**config.mk**
```make
export PLATFORM = sky130hd
export DESIGN_NAME = ifft4_serial
export DESIGN_NICKNAME = d
export VERILOG_FILES = /design/src/rtl/ifft4_serial.sv
export SDC_FILE = /design/constraint.sdc
export NUM_CORES = 1
export LEC_CHECK = 0
export BUFFER_PORTS_ARGS = -buffer_cell sky130_fd_sc_hd__buf_2
export CAP_MARGIN = 20
export CELL_PAD_IN_SITES_DETAIL_PLACEMENT = 0
export CELL_PAD_IN_SITES_GLOBAL_PLACEMENT = 1
export CORE_MARGIN = 2
export CORE_UTILIZATION = 40
export DETAILED_ROUTE_END_ITERATION = 8
export PLACE_DENSITY = 0.8
export SLEW_MARGIN = 40
export SYNTH_ARGS = -nofsm -noshare
export SYNTH_HDL_FRONTEND = slang
export SYNTH_SLANG_ARGS = --single-unit
```
**constraint.sdc**
```tcl
create_clock -name clk1 -period 5.5 [get_ports clk1]
set_clock_uncertainty 0.15 [all_clocks]
set_input_delay 1.1 -clock clk1 [delete_from_list [all_inputs] [get_ports clk1]]
set_output_delay 1.1 -clock clk1 [all_outputs]
set_load 0.005 [all_outputs]
```
**src/rtl/ifft4_serial.sv**
```systemverilog
// 4-point inverse FFT on complex Q4.4 samples, computed with one time-shared radix-2
// butterfly over four cycles; valid/ready handshakes on input and output vectors.
module ifft4_serial #(
    parameter int DATA_W = 8,
    parameter bit SCALE  = 1'b1
) (
    input  logic                  clk1,
    input  logic                  rst,
    input  logic                  in_valid,
    output logic                  in_ready,
    input  logic [4*DATA_W-1:0]   Xk_vect_real,
    input  logic [4*DATA_W-1:0]   Xk_vect_imag,
    output logic                  out_valid,
    input  logic                  out_ready,
    output logic [4*DATA_W-1:0]   Xn_vect_real,
    output logic [4*DATA_W-1:0]   Xn_vect_imag,
    output logic                  busy
);

    typedef logic signed [DATA_W-1:0] samp_t;
    typedef logic signed [DATA_W:0]   wide_t;
    typedef enum logic [2:0] {IDLE, BF0, BF1, BF2, BF3, OUT} state_t;

    state_t                r_state;
    samp_t                 r_re [4];
    samp_t                 r_im [4];
    logic                  r_out_valid;
    logic [4*DATA_W-1:0]   r_xn_re;
    logic [4*DATA_W-1:0]   r_xn_im;

    logic [1:0]            w_ia;
    logic [1:0]            w_ib;
    samp_t                 w_a_re, w_a_im, w_b_re, w_b_im;
    wide_t                 w_bb_re, w_bb_im;
    wide_t                 w_sum_re, w_sum_im, w_dif_re, w_dif_im;
    samp_t                 w_s_re, w_s_im, w_d_re, w_d_im;

    // Floor halving (arithmetic shift) or plain wrap back to the sample width.
    function automatic samp_t scale(input wide_t v);
        if (SCALE)
            return samp_t'(v[DATA_W:1]);
        else
            return samp_t'(v[DATA_W-1:0]);
    endfunction

    always_comb begin
        w_ia = 2'd0;
        w_ib = 2'd2;
        case (r_state)
            BF1:     begin w_ia = 2'd1; w_ib = 2'd3; end
            BF2:     begin w_ia = 2'd0; w_ib = 2'd1; end
            BF3:     begin w_ia = 2'd2; w_ib = 2'd3; end
            default: begin w_ia = 2'd0; w_ib = 2'd2; end
        endcase
    end

    assign w_a_re = r_re[w_ia];
    assign w_a_im = r_im[w_ia];
    assign w_b_re = r_re[w_ib];
    assign w_b_im = r_im[w_ib];

    // BF3 rotates the second operand by +j; the negation is done one bit wider so -2^(W-1) is exact.
    always_comb begin
        w_bb_re = {w_b_re[DATA_W-1], w_b_re};
        w_bb_im = {w_b_im[DATA_W-1], w_b_im};
        if (r_state == BF3) begin
            w_bb_re = -{w_b_im[DATA_W-1], w_b_im};
            w_bb_im = {w_b_re[DATA_W-1], w_b_re};
        end
    end

    assign w_sum_re = {w_a_re[DATA_W-1], w_a_re} + w_bb_re;
    assign w_sum_im = {w_a_im[DATA_W-1], w_a_im} + w_bb_im;
    assign w_dif_re = {w_a_re[DATA_W-1], w_a_re} - w_bb_re;
    assign w_dif_im = {w_a_im[DATA_W-1], w_a_im} - w_bb_im;

    assign w_s_re = scale(w_sum_re);
    assign w_s_im = scale(w_sum_im);
    assign w_d_re = scale(w_dif_re);
    assign w_d_im = scale(w_dif_im);

    always_ff @(posedge clk1 or posedge rst) begin
        if (rst) begin
            r_state     <= IDLE;
            r_out_valid <= 1'b0;
            r_xn_re     <= '0;
            r_xn_im     <= '0;
            for (int k = 0; k < 4; k++) begin
                r_re[k] <= '0;
                r_im[k] <= '0;
            end
        end else begin
            case (r_state)
                IDLE: begin
                    if (in_valid) begin
                        for (int k = 0; k < 4; k++) begin
                            r_re[k] <= Xk_vect_real[4*DATA_W-1-k*DATA_W -: DATA_W];
                            r_im[k] <= Xk_vect_imag[4*DATA_W-1-k*DATA_W -: DATA_W];
                        end
                        r_state <= BF0;
                    end
                end
                BF0, BF1, BF2: begin
                    r_re[w_ia] <= w_s_re;
                    r_im[w_ia] <= w_s_im;
                    r_re[w_ib] <= w_d_re;
                    r_im[w_ib] <= w_d_im;
                    r_state    <= (r_state == BF0) ? BF1 : (r_state == BF1) ? BF2 : BF3;
                end
                BF3: begin
                    r_re[w_ia]  <= w_s_re;
                    r_im[w_ia]  <= w_s_im;
                    r_re[w_ib]  <= w_d_re;
                    r_im[w_ib]  <= w_d_im;
                    // x0 and x2 sit in slots 0 and 1 after BF2; x1/x3 come straight from this butterfly.
                    r_xn_re     <= {r_re[0], w_s_re, r_re[1], w_d_re};
                    r_xn_im     <= {r_im[0], w_s_im, r_im[1], w_d_im};
                    r_out_valid <= 1'b1;
                    r_state     <= OUT;
                end
                OUT: begin
                    if (out_ready) begin
                        r_out_valid <= 1'b0;
                        r_state     <= IDLE;
                    end
                end
                default: r_state <= IDLE;
            endcase
        end
    end

    assign in_ready     = (r_state == IDLE);
    assign busy         = (r_state != IDLE);
    assign out_valid    = r_out_valid;
    assign Xn_vect_real = r_xn_re;
    assign Xn_vect_imag = r_xn_im;

endmodule
```
## Word-level counts from Yosys, hierarchy flattened

Cells that the tools add are included.

- Flip-flop bits (word level): 132
- Bits of input ports: 68
- Output and inout port bits: 67
- Logic and storage cells: 77

- $add $sub $neg: 5
- Order comparisons: 4
- Eq/ne operators: 7
- Muxes and demuxes: 35
- Bitwise logic cells: 2
- Reductions and logical operators: 12

Operators with widths:

| operator | number |
|---|---|
| bitwise mux 32 bit | 4 |
| case mux 32 bit (2 select lines) | 2 |
| 2-to-1 mux 8 bit | 10 |
| binary-select mux 8 bit (select 2 bit) | 4 |
| 2-to-1 mux 32 bit | 2 |
| demux 8 bit (select 2 bit) | 2 |
| adder 9 bit | 2 |
| 2-to-1 mux 9 bit | 2 |
| subtractor 9 bit | 2 |
| 2-to-1 mux 3 bit | 4 |
| case mux 3 bit (4 select lines) | 1 |
| negation 9 bit | 1 |
| case mux 2 bit (2 select lines) | 2 |
| == test 3 x 2 -> 1 bit (second input constant) | 2 |
| == test 3 bit (second input constant) | 2 |
| greater-or-equal comparator 3 bit (second input constant) | 2 |
| < comparator 3 x 1 -> 1 bit (second input constant) | 2 |
| inverter 2 -> 3 bit | 2 |
| AND reduction 2 bit | 3 |
| inequality test 2 bit (second input constant) | 2 |
| nonzero test 2 bit | 2 |
| OR reduction 4 bit | 1 |
| == test 3 x 1 -> 1 bit (second input constant) | 1 |
| logical NOT 3 bit | 1 |
| 6 further kinds | 7 |

## Logic depth before layout (Yosys ltp)

Gate-level depths: netlist of the first run.

- Depth in word-level cells: 13
- Mapped depth: 23
- Mapped depth without buffers: 20

## Worst setup path before layout of the first run

OpenSTA, ideal clock, no wires.

- Kind: register to register
- Start point: register r_state[0]
- End point: register r_re[15] (netlist bit)
- Library setup time: 0.094 ns
- Arrival time: 4.063 ns
- Required time: 5.256 ns
- Setup slack: 1.193 ns
- Cell stages (with the launch flop): 22
- Buffers on the path: 4
- Period minus slack after synthesis: 4.307 ns
- Cell sequence: dfrtp_1 buf_2 buf_4 buf_2 clkinv_1 nor2_1 nand2_1 o21ai_0 ha_1 o21ai_0 nor2_1 xnor2_1 nand2_1 o21ai_0 ha_1 clkbuf_1 o21bai_1 a21oi_1 o31ai_1 xor2_1 o221a_1 a221oi_2

- Word-level cells in the longest chain between the ends: 13
- Elaborated cells between the ends (all ways): 40
- Those cells by class: add/sub (3); order compare (4); eq/ne (5); mux (19); bitwise (2); reduce/logical (7)

Ends and longest elaborated chain:

| element | RTL line | source |
|---|---|---|
| start, declared | 24 | `state_t r_state;` |
| start signal, assigned | 108 | `r_state <= (r_state == BF0) ? BF1 : (r_state == BF1) ? BF2 : BF3;` |
| == test 3 bit / == test 3 x 2 -> 1 bit (equally long branches) | 49, 66, 93 |  |
| OR reduction 2 bit (no line) | - |  |
| case mux 2 bit (2 select lines) | 49 | `case (r_state)` |
| inverter 2 -> 3 bit (not written as such) | - |  |
| binary-select mux 8 bit (select 2 bit) | 60 | `assign w_b_im = r_im[w_ib];` |
| 2-to-1 mux 8 bit (not written as such) (2 in series) | 60 |  |
| negation 9 bit | 67 | `w_bb_re = -{w_b_im[DATA_W-1], w_b_im};` |
| 2-to-1 mux 9 bit | 66 | `if (r_state == BF3) begin` |
| adder 9 bit | 72 | `assign w_sum_re = {w_a_re[DATA_W-1], w_a_re} + w_bb_re;` |
| bitwise mux 32 bit | 104, 111 |  |
| bitwise mux 32 bit | 106, 113 |  |
| case mux 32 bit (2 select lines) | 93 | `case (r_state)` |
| end signal, assigned by index | 104 | `r_re[w_ia] <= w_s_re;` |
| end signal, assigned by index | 106 | `r_re[w_ib] <= w_d_re;` |
| end signal, assigned by index | 111 | `r_re[w_ia] <= w_s_re;` |
| end, declared | 25 | `samp_t r_re [4];` |

Several ways; a longest one is shown, not always the timed one. The select of a mux whose other input is x is not followed.
A chain may end at the register's enable or synchronous reset.

## Final worst setup path of the first run

- Start point: register r_state[1]
- End point: register r_im[15] (netlist bit)

- Word-level cells in the longest chain between the ends: 12
- Elaborated cells between the ends (all ways): 39
- Those cells by class: add/sub (2); order compare (4); eq/ne (5); mux (19); bitwise (2); reduce/logical (7)

Ends and longest elaborated chain:

| element | RTL line | source |
|---|---|---|
| == test 3 bit / == test 3 x 2 -> 1 bit (equally long branches) | 49, 66, 93 |  |
| OR reduction 2 bit (no line) | - |  |
| case mux 2 bit (2 select lines) | 49 |  |
| inverter 2 -> 3 bit (not written as such) | - |  |
| binary-select mux 8 bit (select 2 bit), on equally long branches | 60, 59 |  |
| 2-to-1 mux 8 bit, on equally long branches (2 in series) | 60, 59 |  |
| 2-to-1 mux 9 bit | 66 |  |
| adder 9 bit | 73 | `assign w_sum_im = {w_a_im[DATA_W-1], w_a_im} + w_bb_im;` |
| bitwise mux 32 bit | 105, 112 |  |
| bitwise mux 32 bit | 107, 114 |  |
| case mux 32 bit (2 select lines) | 93 |  |
| end signal, assigned by index | 105 | `r_im[w_ia] <= w_s_im;` |
| end signal, assigned by index | 107 | `r_im[w_ib] <= w_d_im;` |
| end signal, assigned by index | 112 | `r_im[w_ia] <= w_s_im;` |
| end, declared | 26 | `samp_t r_im [4];` |

Several ways; a longest one is shown, not always the timed one. The select of a mux whose other input is x is not followed.

==> results of run 1 <==
==> layer usage <==
metal / wire length, um / global-route usage (%) / vias up
met5: 0 / 0 / -
met4: 405 / 6.67 / 0
met3: 2340 / 3.79 / 29
met2: 12700 / 40.2 / 384
met1: 14400 / 41.6 / 3939
li1: - / - / 3851
==> cells in the mapped netlist (5+ instances only) <==
library cell,instances,area [um^2]
clkbuf_1,52,195
o211ai_1,7,52.6
o21a_1,10,75.1
nor3_1,10,50.1
o21ai_0,100,500
o22a_1,5,43.8
buf_2,10,50.1
nand3_1,16,80.1
dfrtp_1,132,3300
nand2b_1,9,56.3
a21oi_1,85,425
o22ai_1,8,50.1
ha_1,29,363
a221oi_1,8,70.1
a22oi_1,20,150
xor2_1,11,96.3
a22o_1,5,43.8
a21o_1,12,90.1
o21bai_1,6,45.0
o31ai_1,7,52.6
inv_1,37,139
nand2_1,262,983
mux2i_1,21,210
buf_1,8,30.0
xnor2_1,20,175
nor2b_1,11,68.8
nor2_1,72,270
nor3b_1,6,45.0
==> logic make-up (layout without fill, tap and decap cells) <==
group,count (synthesis),in the layout,share of synthesized area (%)
AO/OA/AOI/OAI,315,315,23.7
XOR/XNOR,31,31,3.23
adder cells (fa/ha/maj),33,33,5.28
buffers and inverters,109,230,5.07
flip-flops,132,132,39.4
multiplexers,23,23,2.82
AND/OR/NAND/NOR,408,408,20.5
==> final timing paths <==
path | slack (ps) | cells after the start | end | from
max | 690 | 16 | r_im[15]$_DFFE_PP0P_ | r_state[1]$_DFFE_PP0P_
min | 320 | 2 | Xn_vect_real[27]$_DFFE_PP0N_ | Xn_vect_real[27]$_DFFE_PP0N_
max reg2reg | 690 | 16 | r_im[15]$_DFFE_PP0P_ | r_state[1]$_DFFE_PP0P_
min reg2reg | 320 | 2 | Xn_vect_real[27]$_DFFE_PP0N_ | Xn_vect_real[27]$_DFFE_PP0N_
max in group asynchronous | 3610 | 3 | r_im[9]$_DFFE_PP0P_ | rst
min in group asynchronous | 660 | 2 | Xn_vect_imag[29]$_DFFE_PP0N_ | rst
==> per-stage QoR <==
step | hold slack [ps] | instance area [um^2] | utilization, %
global route | 337 | 9950 | 48.7
finish | 317 | 9950 | 48.7
global placement | 305 | 9350 | 45.8
floorplan | 310 | 8390 | -
detailed placement | 308 | 9370 | 45.8
CTS | 322 | 9950 | 48.7
==> state kept, by name, indices dropped and copies added, names as in the netlist <==
name / flops
r_im: 32
r_state: 3
Xn_vect_imag: 32
r_re: 32
out_valid: 1
Xn_vect_real: 32
==> critical path, delay by kind of cell, from the launching register on <==
kind	cells	cell delay, ps
adders and majority gates	1	470
AOI/OAI and AO/OA	9	1960
muxes	1	100
buffers and inverters	2	640
and+or+nand+nor	3	680
DFF	1	680
==> cell type report <==
| type | count | area (um^2) | share of cell area [%] |
|---|---|---|---|
| clock inverters | 14 | 155 | 1.56 |
| inverters | 38 | 150 | 1.51 |
| flip-flops and latches | 132 | 3300 | 33.2 |
| clock buffers | 17 | 425 | 4.27 |
| multi-input cells | 810 | 4700 | 47.2 |
| well taps | 270 | 338 | 3.39 |
| repair buffers | 161 | 883 | 8.88 |
==> results.sh, run 1 <==
export IMPL_hold_class="flop to flop"
export IMPL_ioPinCount=135
export IMPL_grt_overflow=0
export IMPL_setup_slack_ps=687
export IMPL_synth_flop_cell="dfrtp_1"
export IMPL_n_antenna_cell=0
export IMPL_die_area_mm2=0.0222
export IMPL_finalSetupTns_ps=0
export IMPL_clk_pin_slew_ps=60
export IMPL_antenna_found_initial=0
export IMPL_first_pass_iters=7
export IMPL_grt_usage_pct=27.1
export IMPL_vias=8203
export IMPL_drv_slew=0
export IMPL_cts_tree="built"
export IMPL_final_nets=1261
export IMPL_insertion_delay_ps=430
export IMPL_ys_types=69
export IMPL_cts_resized=0
export IMPL_cts_sinks=132
export IMPL_placed_cells=1410
export IMPL_ys_warnings_count=0
export IMPL_hpwlAfterDp_um=22100
export IMPL_via_per_inst=5.69
export IMPL_layout_common_cells="262 x nand2_1, 134 x buf_2, 131 x dfrtp_1"
export IMPL_die_w_um=149
export IMPL_gp_congestion=0.966
export IMPL_cts_root_buf="clkbuf_16"
export IMPL_final_common_cell="nand2_1"
export IMPL_timing_final_crit_share_pct=87.5
export IMPL_cpMaxStageDelayCell="dfrtp_1"
export IMPL_io_buffers=134
export IMPL_grt_pass1_wl_um=45200
export IMPL_cp_start_kind="flop"
export IMPL_postCtsSetupBuffers=0
export IMPL_core_area_mm2=0.0204
export IMPL_grt_max_degree=101
export IMPL_die_y_um=149
export IMPL_async_reset_ff_share_pct=100
export IMPL_netlist_instances=1051
export IMPL_drtAntennaViolNets=0
export IMPL_hold_viol_final=0
export IMPL_synth_edf_count=0
export IMPL_fmax_ghz=0.208
export IMPL_worst_slew_pin_slew_ps=747
export IMPL_dp_worst_setup_slack_ps=815
export IMPL_postCtsHoldBufs=0
export IMPL_remaining_drc_errors=0
export IMPL_setup_viol=0
export IMPL_wl_per_cell_um=20.7
export IMPL_finalNonFillerCells=1442
export IMPL_outcome="completed"
export IMPL_layout_drive_gt1_share_pct=18.6
export IMPL_mappedNetlistArea_mm2=0.00839
export IMPL_seq_area_frac_synth_pct=39.4
export IMPL_cp_data_required_time_ps=5650
export IMPL_ys_ff_latch=132
export IMPL_max_cap_violations=0
export IMPL_fillers=2097
export IMPL_slew_headroom_pct=49.7
export IMPL_period_minus_slack_ps=4810
export IMPL_crit_chain="buf_4 -> nand2_1 -> nor2_2 -> buf_4 -> mux2i_1 -> o21ai_0 -> ha_1 -> nand2b_1 -> a21oi_1 -> o21ai_0 -> a21oi_1 -> o21bai_1 -> a22oi_1 -> a21oi_1 -> o21ai_0 -> a31oi_1"
export IMPL_first_iter_violations=899
export IMPL_clk_path_buf_depth=2
export IMPL_htreeDepth=4
export IMPL_avgSynthCellArea_um2=7.99
export IMPL_cts_buffers=17
export IMPL_syn_to_final_growth_pct=18.6
export IMPL_rsz0062_at_grt="no"
export IMPL_postSynthNetCount=1152
export IMPL_critPathMaxStageDelay_ps=680
export IMPL_cp_end_kind="flop"
export IMPL_routed_wl_um=29800
export IMPL_arrival_ps=4960
export IMPL_grt_pass1_vias=7522
export IMPL_placementRows=52
export IMPL_initial_core_util_pct=41.1
export IMPL_worstPathMaxFanout=31
export IMPL_critPathKind="flop to flop"
Power of run 1 is not shown: default switching activity piles up to over one toggle a cycle in this logic, so the estimate is an artifact.
==> inputs of run 2 (changes only) <==
==> constraint.sdc (replaced) <==
create_clock -name clk1 -period 5.5 [get_ports clk1]
set_clock_uncertainty 0.15 [all_clocks]
set_input_delay 0.55 -clock clk1 [delete_from_list [all_inputs] [get_ports clk1]]
set_output_delay 0.55 -clock clk1 [all_outputs]
set_load 0.005 [all_outputs]
==> run 2 against run 1 <==
Die area unchanged. Wire length rose by 1.6%. Fmax up 1.7%. Final area down 0.20%. Core utilization fell by 0.098 points. First-iteration DRC count decreased by 9.1%. Final cell count is the same. Flip-flop and latch count unchanged. Critical path depth grew 1. Worst hold slack got worse by 260 ps. Global-route usage increased by 0.66 points. Non-clock buffer count decreased by 1. Critical endpoint unchanged.
==> results.sh, run 2 (synthesis results as in run 1) <==
export IMPL_outcome="completed"
export IMPL_core_area_mm2=0.0204
export IMPL_arrival_ps=4890
export IMPL_final_nets=1260
export IMPL_cts_buffers=17
export IMPL_worst_path_buf_inv=3
export IMPL_slew_headroom_pct=42.0
export IMPL_finalSetupTns_ps=0
export IMPL_final_common_cell="nand2_1"
export IMPL_cp_data_required_time_ps=5660
export IMPL_fmax_ghz=0.211
export IMPL_postCtsSetupBuffers=0
export IMPL_cts_root_buf="clkbuf_16"
export IMPL_startpoint="r_state[0]$_DFFE_PP0P_"
export IMPL_clk_path_buf_depth=2
export IMPL_grt_pass1_vias=7637
export IMPL_max_cap_violations=0
export IMPL_cts_resized=0
export IMPL_hold_class="input port to async pin"
export IMPL_clk_pin_slew_ps=70
export IMPL_grt_usage_pct=27.8
export IMPL_setup_viol=0
export IMPL_gp_congestion=0.931
export IMPL_placementRows=52
export IMPL_syn_to_final_growth_pct=18.3
export IMPL_n_antenna_cell=0
export IMPL_postCtsHoldBufs=0
export IMPL_cpMaxStageDelayCell="dfrtp_1"
export IMPL_grt_max_degree=88
export IMPL_rsz0062_at_grt="no"
export IMPL_wl_per_cell_um=21.0
export IMPL_placed_cells=1410
export IMPL_period_minus_slack_ps=4730
export IMPL_drtAntennaViolNets=0
export IMPL_worstPathMaxFanout=12
export IMPL_insertion_delay_ps=440
export IMPL_timing_final_crit_share_pct=86.0
export IMPL_finalNonFillerCells=1442
export IMPL_ioPinCount=135
export IMPL_layout_drive_gt1_share_pct=18.6
export IMPL_hpwlAfterDp_um=22500
export IMPL_cts_sinks=132
export IMPL_grt_pass1_wl_um=46200
export IMPL_critPathMaxStageDelay_ps=540
export IMPL_worst_slew_pin_slew_ps=870
export IMPL_remaining_drc_errors=0
export IMPL_cts_tree="built"
export IMPL_hold_viol_final=0
export IMPL_first_iter_violations=817
export IMPL_htreeDepth=4
export IMPL_cp_end_kind="flop"
export IMPL_first_pass_iters=5
export IMPL_die_y_um=149
export IMPL_antenna_found_initial=0
export IMPL_final_util_pct=48.6
export IMPL_cp_start_kind="flop"
export IMPL_cp_top_family="compound AO/OA/AOI/OAI gates"
export IMPL_crit_chain="buf_4 -> clkinv_1 -> nand2_1 -> nor2_2 -> buf_4 -> mux2i_1 -> o21ai_0 -> ha_1 -> nand2b_1 -> a21oi_1 -> o21ai_0 -> a21oi_1 -> o21bai_1 -> a22oi_1 -> a21oi_1 -> o21ai_0 -> a31oi_1"
export IMPL_timing_rr_start="r_state[0]$_DFFE_PP0P_"
export IMPL_drv_slew=0
export IMPL_vias=8257
export IMPL_critPathKind="flop to flop"
export IMPL_via_per_inst=5.73
export IMPL_grt_overflow=0
export IMPL_initial_core_util_pct=41.1
export IMPL_routed_wl_um=30300
export IMPL_die_area_mm2=0.0222
export IMPL_io_buffers=134
export IMPL_layout_common_cells="262 x nand2_1, 134 x buf_2, 131 x dfrtp_1"
export IMPL_die_w_um=149
-- run 2: cell count changes in the layout (fill, tap and decap cells not counted) --
cell        previous run  this run
clkinv_8               0         1
inv_6                  2         5
inv_8                  2         4
clkbuf_2               1         0
clkinv_2               3         1
bufinv_16              2         0
clkinvlp_4             1         2
clkinv_4               5         3
-- run 2: worst paths after layout --
kind                                           endpoint  slack [ps]  cells past startpoint
max                                r_im[15]$_DFFE_PP0P_         770                     17
max in group asynchronous  Xn_vect_real[31]$_DFFE_PP0N_        4050                      3
min in group clk1                  r_re[18]$_DFFE_PP0P_         240                      3
min reg2reg                Xn_vect_real[25]$_DFFE_PP0N_         320                      2
min                        Xn_vect_imag[29]$_DFFE_PP0N_          60                      2
max reg2reg                        r_im[15]$_DFFE_PP0P_         770                     17
-- run 2: area by class of cell --
| cell class | instances | area, um^2 |
|---|---|---|
| fillers | 2101 | 10500 |
| multi-input cells | 810 | 4700 |
| flip-flops and latches | 132 | 3300 |
| repair buffers | 160 | 878 |
| clock buffers | 17 | 425 |
| well taps | 270 | 338 |
| inverters | 38 | 150 |
| clock inverters | 15 | 140 |
-- run 2: worst reg2reg max path: stages (launching register included) --
cell	delay (ps)
dfrtp_1	540
buf_4	270
clkinv_1	260
nand2_1	370
nor2_2	70
buf_4	190
mux2i_1	120
o21ai_0	440
ha_1	470
nand2b_1	210
a21oi_1	180
o21ai_0	100
a21oi_1	200
o21bai_1	90
a22oi_1	500
a21oi_1	220
o21ai_0	120
a31oi_1	110
-- run 2: per-layer routing --
| layer | routed length, um | track usage [%] |
|---|---|---|
| met5 | 0 | 0 |
| met4 | 654 | 8.00 |
| met2 | 13100 | 41.1 |
| met3 | 2460 | 3.88 |
| met1 | 14100 | 42.2 |
-- run 2: per-stage QoR --
step / cell area, um^2 / worst slack (ps) / hold slack (ps)
floorplan: 8390 / 1190 / 310
global placement: 9350 / 899 / 303
detailed placement: 9370 / 850 / 308
CTS: 9930 / 817 / 98.8
global route: 9930 / 389 / 96.5
finish: 9930 / 770 / 57.2
Power of run 2 is left out for the same reason.
==> inputs of run 3 (changes only) <==
CORE_MARGIN = 5   (was 2)
==> run 3 against run 2 <==
Global-route usage down 1.7 points. First-iteration DRC count up 21%. Worst hold slack better by 40 ps. Clock-buffer cell count unchanged. Largest cell class unchanged. Fmax up 0.67%. Wire length up 3.4%. Core utilization down 0.53 points.
==> results.sh, run 3 (synthesis results as in run 1) <==
export IMPL_hold_class="input port to async pin"
export IMPL_die_y_um=155
export IMPL_layout_drive_gt1_share_pct=19.0
export IMPL_max_cap_violations=0
export IMPL_worst_slew_pin_slew_ps=748
export IMPL_layout_common_cells="262 x nand2_1, 134 x buf_2, 131 x dfrtp_1"
export IMPL_remaining_drc_errors=0
export IMPL_cts_buffers=17
export IMPL_insertion_delay_ps=420
export IMPL_grt_overflow=0
export IMPL_via_per_inst=5.64
export IMPL_crit_chain="inv_1 -> and3_1 -> or2_2 -> a21oi_1 -> ha_1 -> o21ai_0 -> nor2_1 -> xnor2_1 -> nand2_1 -> o21ai_0 -> ha_1 -> o21bai_1 -> a21oi_1 -> o31ai_1 -> xor2_1 -> a2bb2oi_1 -> a21oi_1"
export IMPL_htreeDepth=4
export IMPL_slew_headroom_pct=49.9
export IMPL_routed_wl_um=31300
export IMPL_ioPinCount=135
export IMPL_clk_path_buf_depth=2
export IMPL_first_iter_violations=991
export IMPL_timing_final_crit_share_pct=85.4
export IMPL_setup_slack_ps=802
export IMPL_finalSetupTns_ps=0
export IMPL_syn_to_final_growth_pct=19.3
export IMPL_io_buffers=134
export IMPL_drv_slew=0
export IMPL_r2r_end="r_re[7]$_DFFE_PP0P_"
export IMPL_cts_resized=0
export IMPL_placementRows=53
export IMPL_die_area_mm2=0.0240
export IMPL_outcome="completed"
export IMPL_first_pass_iters=5
export IMPL_clk_pin_slew_ps=60
export IMPL_rsz0062_at_grt="no"
export IMPL_arrival_ps=4840
export IMPL_core_area_mm2=0.0208
export IMPL_cp_start_kind="flop"
export IMPL_dp_worst_setup_slack_ps=928
export IMPL_cts_sinks=132
export IMPL_antenna_found_initial=0
export IMPL_r2r_slack_ps=800
export IMPL_grt_pass1_vias=7704
export IMPL_grt_max_degree=77
export IMPL_cpMostUsedCell="a21oi_1"
export IMPL_gp_congestion=0.953
export IMPL_initial_core_util_pct=40.3
export IMPL_fillers=2143
export IMPL_startpoint="r_state[1]$_DFFE_PP0P_"
export IMPL_period_minus_slack_ps=4700
export IMPL_cts_root_buf="clkbuf_16"
export IMPL_final_nets=1268
export IMPL_final_common_cell="nand2_1"
export IMPL_critPathKind="flop to flop"
export IMPL_rr_worst_depth=17
export IMPL_wl_per_cell_um=21.6
export IMPL_whs_ps=97.3
export IMPL_hpwlAfterDp_um=23500
export IMPL_postCtsSetupBuffers=0
export IMPL_setup_viol=0
export IMPL_vias=8206
export IMPL_cts_tree="built"
export IMPL_cpMaxStageDelayCell="dfrtp_1"
export IMPL_n_antenna_cell=0
export IMPL_cp_data_required_time_ps=5650
export IMPL_die_w_um=155
export IMPL_hold_viol_final=0
export IMPL_timing_rr_start="r_state[1]$_DFFE_PP0P_"
export IMPL_grt_pass1_wl_um=47800
export IMPL_postCtsHoldBufs=0
export IMPL_fmax_ghz=0.213
export IMPL_cp_end_kind="flop"
export IMPL_grt_usage_pct=26.1
export IMPL_worstPathMaxFanout=16
export IMPL_critPathCapture="r_re[7]$_DFFE_PP0P_"
export IMPL_drtAntennaViolNets=0
export IMPL_critPathMaxStageDelay_ps=670
==> run 3: area by class of cell <==
| cell class | count | area, um^2 | area share, % |
|---|---|---|---|
| multi-input cells | 810 | 4690 | 46.8 |
| clock inverters | 14 | 180 | 1.80 |
| well taps | 275 | 344 | 3.44 |
| inverters | 38 | 148 | 1.47 |
| repair buffers | 168 | 923 | 9.22 |
| clock buffers | 17 | 425 | 4.25 |
| flip-flops and latches | 132 | 3300 | 33.0 |
==> run 3: stage by stage <==
| stage | std cells | cell area [um^2] | utilization [%] |
|---|---|---|---|
| 2_1_floorplan | 1051 | 8390 | - |
| 4_1_cts | 1453 | 10000 | 48.1 |
| 5_1_grt | 1454 | 10000 | 48.1 |
| 3_3_place_gp | 1422 | 9400 | 45.1 |
| 3_5_place_dp | 1422 | 9400 | 45.2 |
| 6_report | 1454 | 10000 | 48.1 |
==> run 3: worst min path at each step <==
stage | start | to | slack [ps] | depth (start not counted)
after floorplan | r_im[25]$_DFFE_PP0P_ | Xn_vect_imag[25]$_DFFE_PP0N_ | 310 | 2
after global placement | Xn_vect_real[29]$_DFFE_PP0N_ | Xn_vect_real[29]$_DFFE_PP0N_ | 300 | 2
after detailed placement | Xn_vect_imag[19]$_DFFE_PP0N_ | Xn_vect_imag[19]$_DFFE_PP0N_ | 310 | 2
after CTS | rst | Xn_vect_imag[17]$_DFFE_PP0N_ | 160 | 2
after global routing | rst | Xn_vect_imag[13]$_DFFE_PP0N_ | 160 | 2
final | rst | Xn_vect_imag[13]$_DFFE_PP0N_ | 100 | 2
==> run 3: metal layers <==
layer	GRT usage, %	part of all wire (%)	vias to the layer above
li1	-	-	3865
met1	40.6	46	3867
met2	37.4	42	429
met3	4.45	9.6	45
met4	6.69	1.9	0
met5	0	0	-
==> run 3: critical path, delay by kind of cell (launching register included) <==
family                   cells  cell delay (ps)
AO/OA/AOI/OAI                8             1550
XOR/XNOR                     2              460
adder cells (fa/ha/maj)      2              610
buffers and inverters        1              310
flip-flops                   1              670
AND/OR/NAND/NOR              4              810
Power of run 3 is left out for the same reason.
